$ cat config.mk
export PLATFORM = sky130hd
export DESIGN_NAME = seg_scan_controller
export DESIGN_NICKNAME = d
export VERILOG_FILES = /design/src/rtl/seg_scan_controller_pkg.sv /design/src/rtl/seg_scan_controller_scan_prescaler.sv /design/src/rtl/seg_scan_controller.sv
export SDC_FILE = /design/constraint.sdc
export NUM_CORES = 1
export LEC_CHECK = 0
export ABC_AREA = 0
export BUFFER_PORTS_ARGS = -buffer_cell sky130_fd_sc_hd__buf_2
export CAP_MARGIN = 20
export CORE_MARGIN = 2
export CORE_UTILIZATION = 25
export DETAILED_ROUTE_END_ITERATION = 6
export SLEW_MARGIN = 20
export SYNTH_ARGS = -nofsm -noshare
export SYNTH_HDL_FRONTEND = slang
export SYNTH_SLANG_ARGS = --single-unit
$ cat constraint.sdc
create_clock -name clk -period 3.4 [get_ports clk]
set_input_delay 0.17 -clock clk [delete_from_list [all_inputs] [get_ports clk]]
set_output_delay 0.17 -clock clk [all_outputs]
set_load 0.01 [all_outputs]
$ cat src/rtl/seg_scan_controller_pkg.sv
// Shared constants and types for the seven-segment scan controller.
// Anode patterns, digit index encodings and the captured calculator result.
package seg_scan_controller_pkg;

   localparam int unsigned BCD_W = 4;
   localparam int unsigned OP_W  = 2;

   localparam logic [3:0] AN_IDX0 = 4'b1110;
   localparam logic [3:0] AN_IDX1 = 4'b1101;
   localparam logic [3:0] AN_IDX2 = 4'b1011;
   localparam logic [3:0] AN_IDX3 = 4'b0111;
   localparam logic [3:0] AN_OFF  = 4'b1111;

   typedef enum logic [1:0] {
      IDX_UNITS = 2'd0,
      IDX_TENS  = 2'd1,
      IDX_SIGN  = 2'd2,
      IDX_OP    = 2'd3
   } dig_idx_e;

   typedef struct packed {
      logic             sign;
      logic [BCD_W-1:0] tens;
      logic [BCD_W-1:0] units;
      logic [OP_W-1:0]  op;
   } result_t;

   function automatic logic result_bad(input result_t r);
      return (r.tens > 4'd9) || (r.units > 4'd9);
   endfunction

   function automatic logic [3:0] an_pattern(input dig_idx_e i);
      logic [3:0] p;
      case (i)
         IDX_UNITS: p = AN_IDX0;
         IDX_TENS:  p = AN_IDX1;
         IDX_SIGN:  p = AN_IDX2;
         IDX_OP:    p = AN_IDX3;
      endcase
      return p;
   endfunction

endpackage

$ cat src/rtl/seg_scan_controller_scan_prescaler.sv
// Digit-slot prescaler: counts 0..PRESCALE-1 and pulses tick_o on the last count.
module scan_prescaler #(
   parameter int unsigned PRESCALE = 50000
) (
   input  logic clk,
   input  logic rst_n,
   output logic tick_o
);

   localparam int unsigned   CW = (PRESCALE > 1) ? $clog2(PRESCALE) : 1;
   localparam logic [CW-1:0] TC = CW'(PRESCALE - 1);

   logic [CW-1:0] cnt_q, cnt_d;

   assign tick_o = (cnt_q == TC);
   assign cnt_d  = tick_o ? '0 : cnt_q + CW'(1);

   always_ff @(posedge clk or negedge rst_n) begin
      if (!rst_n) cnt_q <= '0;
      else        cnt_q <= cnt_d;
   end

endmodule

$ cat src/rtl/seg_scan_controller.sv
// Four-digit seven-segment refresh controller with double-buffered result,
// frame-aligned update and blinking-dash error display.
module seg_scan_controller
   import seg_scan_controller_pkg::*;
#(
   parameter int unsigned PRESCALE     = 50000,
   parameter int unsigned BLINK_FRAMES = 64,
   parameter bit          LZ_BLANK     = 1'b1
) (
   input  logic       clk,
   input  logic       rst_n,
   input  logic       load,
   input  logic       sign_in,
   input  logic [3:0] tens_in,
   input  logic [3:0] units_in,
   input  logic [1:0] op_in,
   output logic [3:0] an_n,
   output logic [3:0] bcd_out,
   output logic       seg_blank,
   output logic       seg_minus,
   output logic       dp_n,
   output logic       upd_done
);

   localparam logic [7:0] BLINK_TC = 8'(BLINK_FRAMES - 1);

   logic       tick, frame_end, xfer;
   dig_idx_e   idx_q, idx_d;
   logic       disp_en_q, disp_en_d;
   logic       pending_q, pending_d;
   result_t    shadow_q, shadow_d;
   result_t    active_q, active_d;
   logic [7:0] blink_cnt_q, blink_cnt_d;
   logic       blink_on_q, blink_on_d;
   logic [3:0] an_q, an_d, bcd_q, bcd_d;
   logic       blank_q, blank_d, minus_q, minus_d, dp_q, dp_d, upd_q, upd_d;

   scan_prescaler #(.PRESCALE(PRESCALE)) u_prescaler (
      .clk    (clk),
      .rst_n  (rst_n),
      .tick_o (tick)
   );

   assign frame_end = tick && (idx_q == IDX_OP);
   // A load on the boundary tick wins: the transfer waits a full frame.
   assign xfer      = frame_end && pending_q && !load;

   always_comb begin : next_state
      idx_d       = tick ? dig_idx_e'(idx_q + 2'd1) : idx_q;
      disp_en_d   = disp_en_q | tick;
      shadow_d    = load ? result_t'{sign_in, tens_in, units_in, op_in} : shadow_q;
      pending_d   = load | (pending_q & ~xfer);
      active_d    = xfer ? shadow_q : active_q;
      blink_cnt_d = blink_cnt_q;
      blink_on_d  = blink_on_q;
      upd_d       = xfer;
      if (xfer) begin
         blink_cnt_d = '0;
         blink_on_d  = 1'b1;
      end else if (frame_end) begin
         if (blink_cnt_q >= BLINK_TC) begin
            blink_cnt_d = '0;
            blink_on_d  = ~blink_on_q;
         end else begin
            blink_cnt_d = blink_cnt_q + 8'd1;
         end
      end
   end

   always_comb begin : out_mux
      an_d    = AN_OFF;
      bcd_d   = '0;
      blank_d = 1'b1;
      minus_d = 1'b0;
      dp_d    = 1'b1;
      if (disp_en_q) begin
         blank_d = 1'b0;
         if (result_bad(active_q)) begin
            minus_d = 1'b1;
            if (blink_on_q) an_d = an_pattern(idx_q);
         end else begin
            an_d = an_pattern(idx_q);
            case (idx_q)
               IDX_UNITS: bcd_d = active_q.units;
               IDX_TENS: begin
                  bcd_d   = active_q.tens;
                  blank_d = LZ_BLANK && (active_q.tens == '0);
               end
               IDX_SIGN: begin
                  minus_d = active_q.sign;
                  blank_d = !active_q.sign;
               end
               IDX_OP: begin
                  bcd_d = {{(BCD_W-OP_W){1'b0}}, active_q.op};
                  dp_d  = 1'b0;
               end
            endcase
         end
      end
   end

   always_ff @(posedge clk or negedge rst_n) begin
      if (!rst_n) begin
         idx_q       <= IDX_OP;
         disp_en_q   <= 1'b0;
         pending_q   <= 1'b0;
         shadow_q    <= '0;
         active_q    <= '0;
         blink_cnt_q <= '0;
         blink_on_q  <= 1'b1;
         an_q        <= AN_OFF;
         bcd_q       <= '0;
         blank_q     <= 1'b1;
         minus_q     <= 1'b0;
         dp_q        <= 1'b1;
         upd_q       <= 1'b0;
      end else begin
         idx_q       <= idx_d;
         disp_en_q   <= disp_en_d;
         pending_q   <= pending_d;
         shadow_q    <= shadow_d;
         active_q    <= active_d;
         blink_cnt_q <= blink_cnt_d;
         blink_on_q  <= blink_on_d;
         an_q        <= an_d;
         bcd_q       <= bcd_d;
         blank_q     <= blank_d;
         minus_q     <= minus_d;
         dp_q        <= dp_d;
         upd_q       <= upd_d;
      end
   end

   assign an_n      = an_q;
   assign bcd_out   = bcd_q;
   assign seg_blank = blank_q;
   assign seg_minus = minus_q;
   assign dp_n      = dp_q;
   assign upd_done  = upd_q;

endmodule
==> metrics.txt <==
cell area after synthesis 2740 sq um; routability cong. 0.787; post-cts gate resize count 0; transition at the pin with the smallest max-transition slack 585 ps; Register-to-Register Setup Slack 1060 ps; final hold vios 0; clock-pin slew reported for the worst setup and hold paths after clock tree synthesis 70 ps; buffer count from post-CTS setup fixing 0; Synth cell types 45; Max Buffers Root-to-Sink 2; Setup crit start kind flop; power density over the cells about 440 nW/um^2; Hold WC Path Type input pin to flop; chain of cells forming the critical path ha_1, and4_1, nand4_2, nor2_2, mux2_2; Worst Reg-to-Reg Cells 5; Achievable Freq around 0.43 GHz; final antenna diode count 0; Iteration-0 DRC Markers 76; number of levels the H-tree was split into 3; cell chosen for the clock root sky130_fd_sc_hd__clkbuf_8; fraction of layout instances using a drive strength above 1 0.279; worst flop-to-flop path endpoint active_q[0]$_DFFE_PN0P_; CTS sink cnt 63; overall track demand over capacity in global routing 0.0952; final setup slack of the worst path 1060 ps; maximum number of pins on one net before global-route repair 47; wire per inst 12.6 microns; Crit Path Max Fanout 11; synthesized net count 240; worst-case clock skew 8.14 ps; relative area change from synthesis to final layout 17.7%; number of buffers inserted during clock tree synthesis 9; Warnings, synthesis 0; sw power 0.000301 W; Top Ports 26; combined area of the multi-input logic cells between 1000 and 1500 sq um; post-route fraction of the period consumed by the critical path 0.687; area taken by flip-flops and latches 1590 sq um; synthesized netlist cell count 218; peak per-stage delay on the critical path approximately 570 ps; die span in x 109 microns; number of cell rows 38; DRC violations left 0; overall die area 11800 sq um; fraction of power consumed by combinational cells 0.031; placeable core area 10800 sq um; via count of the first global-routing pass 1751; Final Max Slew Viols 0; fill cell instance count of the final layout 1123; leakage power of the design 1.41 nW; proportion of synthesized chip area in sequential cells 0.579; Slowest cell on crit path sky130_fd_sc_hd__dfstp_2; final core area utilization 0.299; most frequent cells in the layout sky130_fd_sc_hd__dfrtp_1, sky130_fd_sc_hd__buf_2, sky130_fd_sc_hd__nor2_1; hold_ws 63.2 ps; Post-layout nets 275; RSZ-0062 raised after global routing false; net switching fraction of the power 0.214; maxcap violations 0; run status complete, no violations; CP Data Arrival Time ~2600 ps; final setup TNS 0 ps; capturing element type of the critical path flop; commonest non-fill, non-tap cell in the layout sky130_fd_sc_hd__dfrtp_1; worst slack after detailed placement 1050 ps; Worst Path Class, Setup flop to flop; Skew-Pair Late Insertion Delay 340 ps; Worst setup endpoint active_q[0]$_DFFE_PN0P_; # port buffers 25; Internal 0.00111 W; Vert. Die Dim 109 microns; critical path required time ~3600 ps; number of antenna violations at the first check in global routing 0; mean area per synthesized cell 12.6 sq um; Slew HR 0.610; vias roughly 1800; startpoint of the most critical register-to-register path idx_q[1]$_DFFE_PN1N_; placed wire-length estimate 3580 microns; critical path launch point idx_q[1]$_DFFE_PN1N_; wire length of the first global-routing pass 8580 microns; Synth Register Bits 63; VDD IR max 0.000222 V; count of TritonRoute iterations in the first routing pass 4; sequential power share 0.548; Initial Utilization 0.254; count of endpoints failing setup in the final report 0; Antenna Nets Post-Route 0; clock tree from TritonCTS yes; detail-routed via count per cell 4.48; global route total overflow 0; min Tclk post-route 2340 ps; Clk network pwr share 0.421; total wire length after detailed routing ~5000 microns
==> routing by layer <==
layer,track usage,vias up,wire (microns)
met5,0,-,0
met4,0.0366,0,78
met3,0.0377,8,240
met2,0.143,29,2310
met1,0.123,894,2380
li1,-,851,-
==> synth_stat cells (all sizes together) <==
cell / n / area share
nand2b: 2 / 0.0046
o21a: 1 / 0.0027
and3: 4 / 0.0091
dfstp: 9 / 0.086
dfrtp: 54 / 0.49
nor2: 21 / 0.030
xor2: 6 / 0.019
a21boi: 1 / 0.0027
nor4: 2 / 0.0046
nor3: 4 / 0.0073
a21oi: 2 / 0.0036
nand4: 7 / 0.021
xnor2: 9 / 0.029
a311o: 1 / 0.0036
and4bb: 2 / 0.0091
mux2: 24 / 0.098
a21o: 2 / 0.0055
or2: 2 / 0.0046
a222oi: 2 / 0.0073
inv: 3 / 0.0041
nand3b: 1 / 0.0027
nor4b: 1 / 0.0087
nor2b: 3 / 0.0068
o2bb2ai: 1 / 0.0032
nand2: 9 / 0.012
a31oi: 2 / 0.0046
and2: 3 / 0.0068
a22o: 2 / 0.0064
a22oi: 2 / 0.0055
nand3: 9 / 0.016
o21ai: 8 / 0.015
or3: 1 / 0.0023
nor4bb: 1 / 0.0036
o31ai: 1 / 0.0027
buf: 4 / 0.010
and4: 4 / 0.013
ha: 8 / 0.036
==> registers in the layout, summed over array words and instances, names as in the netlist, 2 cells and up <==
register and flops:
active_q 11, shadow_q 11, an_n 4, idx_q 2
bcd_out 4, u_prescaler.cnt_q 16, blink_cnt_q 8
==> power by group through the flow <==
stage	combinational, W	sequential [W]	clock (W)
floorplan	0.0000184	0.000781	0
global placement	0.0000430	0.000784	0
detailed placement	0.0000443	0.000784	0
CTS	0.0000444	0.000770	0.000617
global route	0.0000501	0.000772	0.000646
finish	0.0000435	0.000770	0.000593
==> worst min path at each step <==
stage / startpoint / to / slack, ps / cells after the start
after floorplan: rst_n / active_q[0]$_DFFE_PN0P_ / -130 / 0
after global placement: rst_n / upd_done$_DFF_PN0_ / 400 / 1
after detailed placement: rst_n / upd_done$_DFF_PN0_ / 400 / 1
after CTS: rst_n / shadow_q[1]$_DFFE_PN0P_ / 20 / 1
after global routing: tens_in[0] / shadow_q[6]$_DFFE_PN0P_ / 50 / 2
final: op_in[0] / shadow_q[0]$_DFFE_PN0P_ / 60 / 2
==> layout make-up <==
type	instances	share of cell area
Clock inverter	3	0.00542
Tap cell	140	0.0542
Inverter	3	0.00349
Multi-Input combinational cell	148	0.346
Clock buffer	13	0.0523
Sequential cell	63	0.491
Timing Repair Buffer	28	0.0473
==> logic make-up after synthesis <==
family | after synthesis | share of synthesized area
buffers and inverters | 7 | 0.0141
xor gates and xnor gates | 15 | 0.0479
DFF | 63 | 0.579
muxes | 24 | 0.0985
adders and majority gates | 8 | 0.0365
and+or+nand+nor | 76 | 0.162
AOI/OAI and AO/OA | 25 | 0.0625
==> stage by stage <==
step / total power (W) / cells / instance area (sq um)
after floorplan: 0.000799 / 218 / 2740
after global placement: 0.000827 / 381 / 3030
after detailed placement: 0.000828 / 381 / 3030
after global routing: 0.00147 / 398 / 3230
after CTS: 0.00143 / 397 / 3220
final: 0.00141 / 398 / 3230
==> critical path, delay by kind of cell (launching register included) <==
kind	cells	cell delay, ps
multiplexers	1	400
flip-flops	1	570
AND/OR/NAND/NOR	3	1020
adder cells (fa/ha/maj)	1	230
==> timing repair <==
action                                 CTS  global route
hold buffers                             0             1
setup endpoints to repair                0             0
endpoints found under the hold margin    0            37
Note: power is estimated with default switching activity, not from simulation.
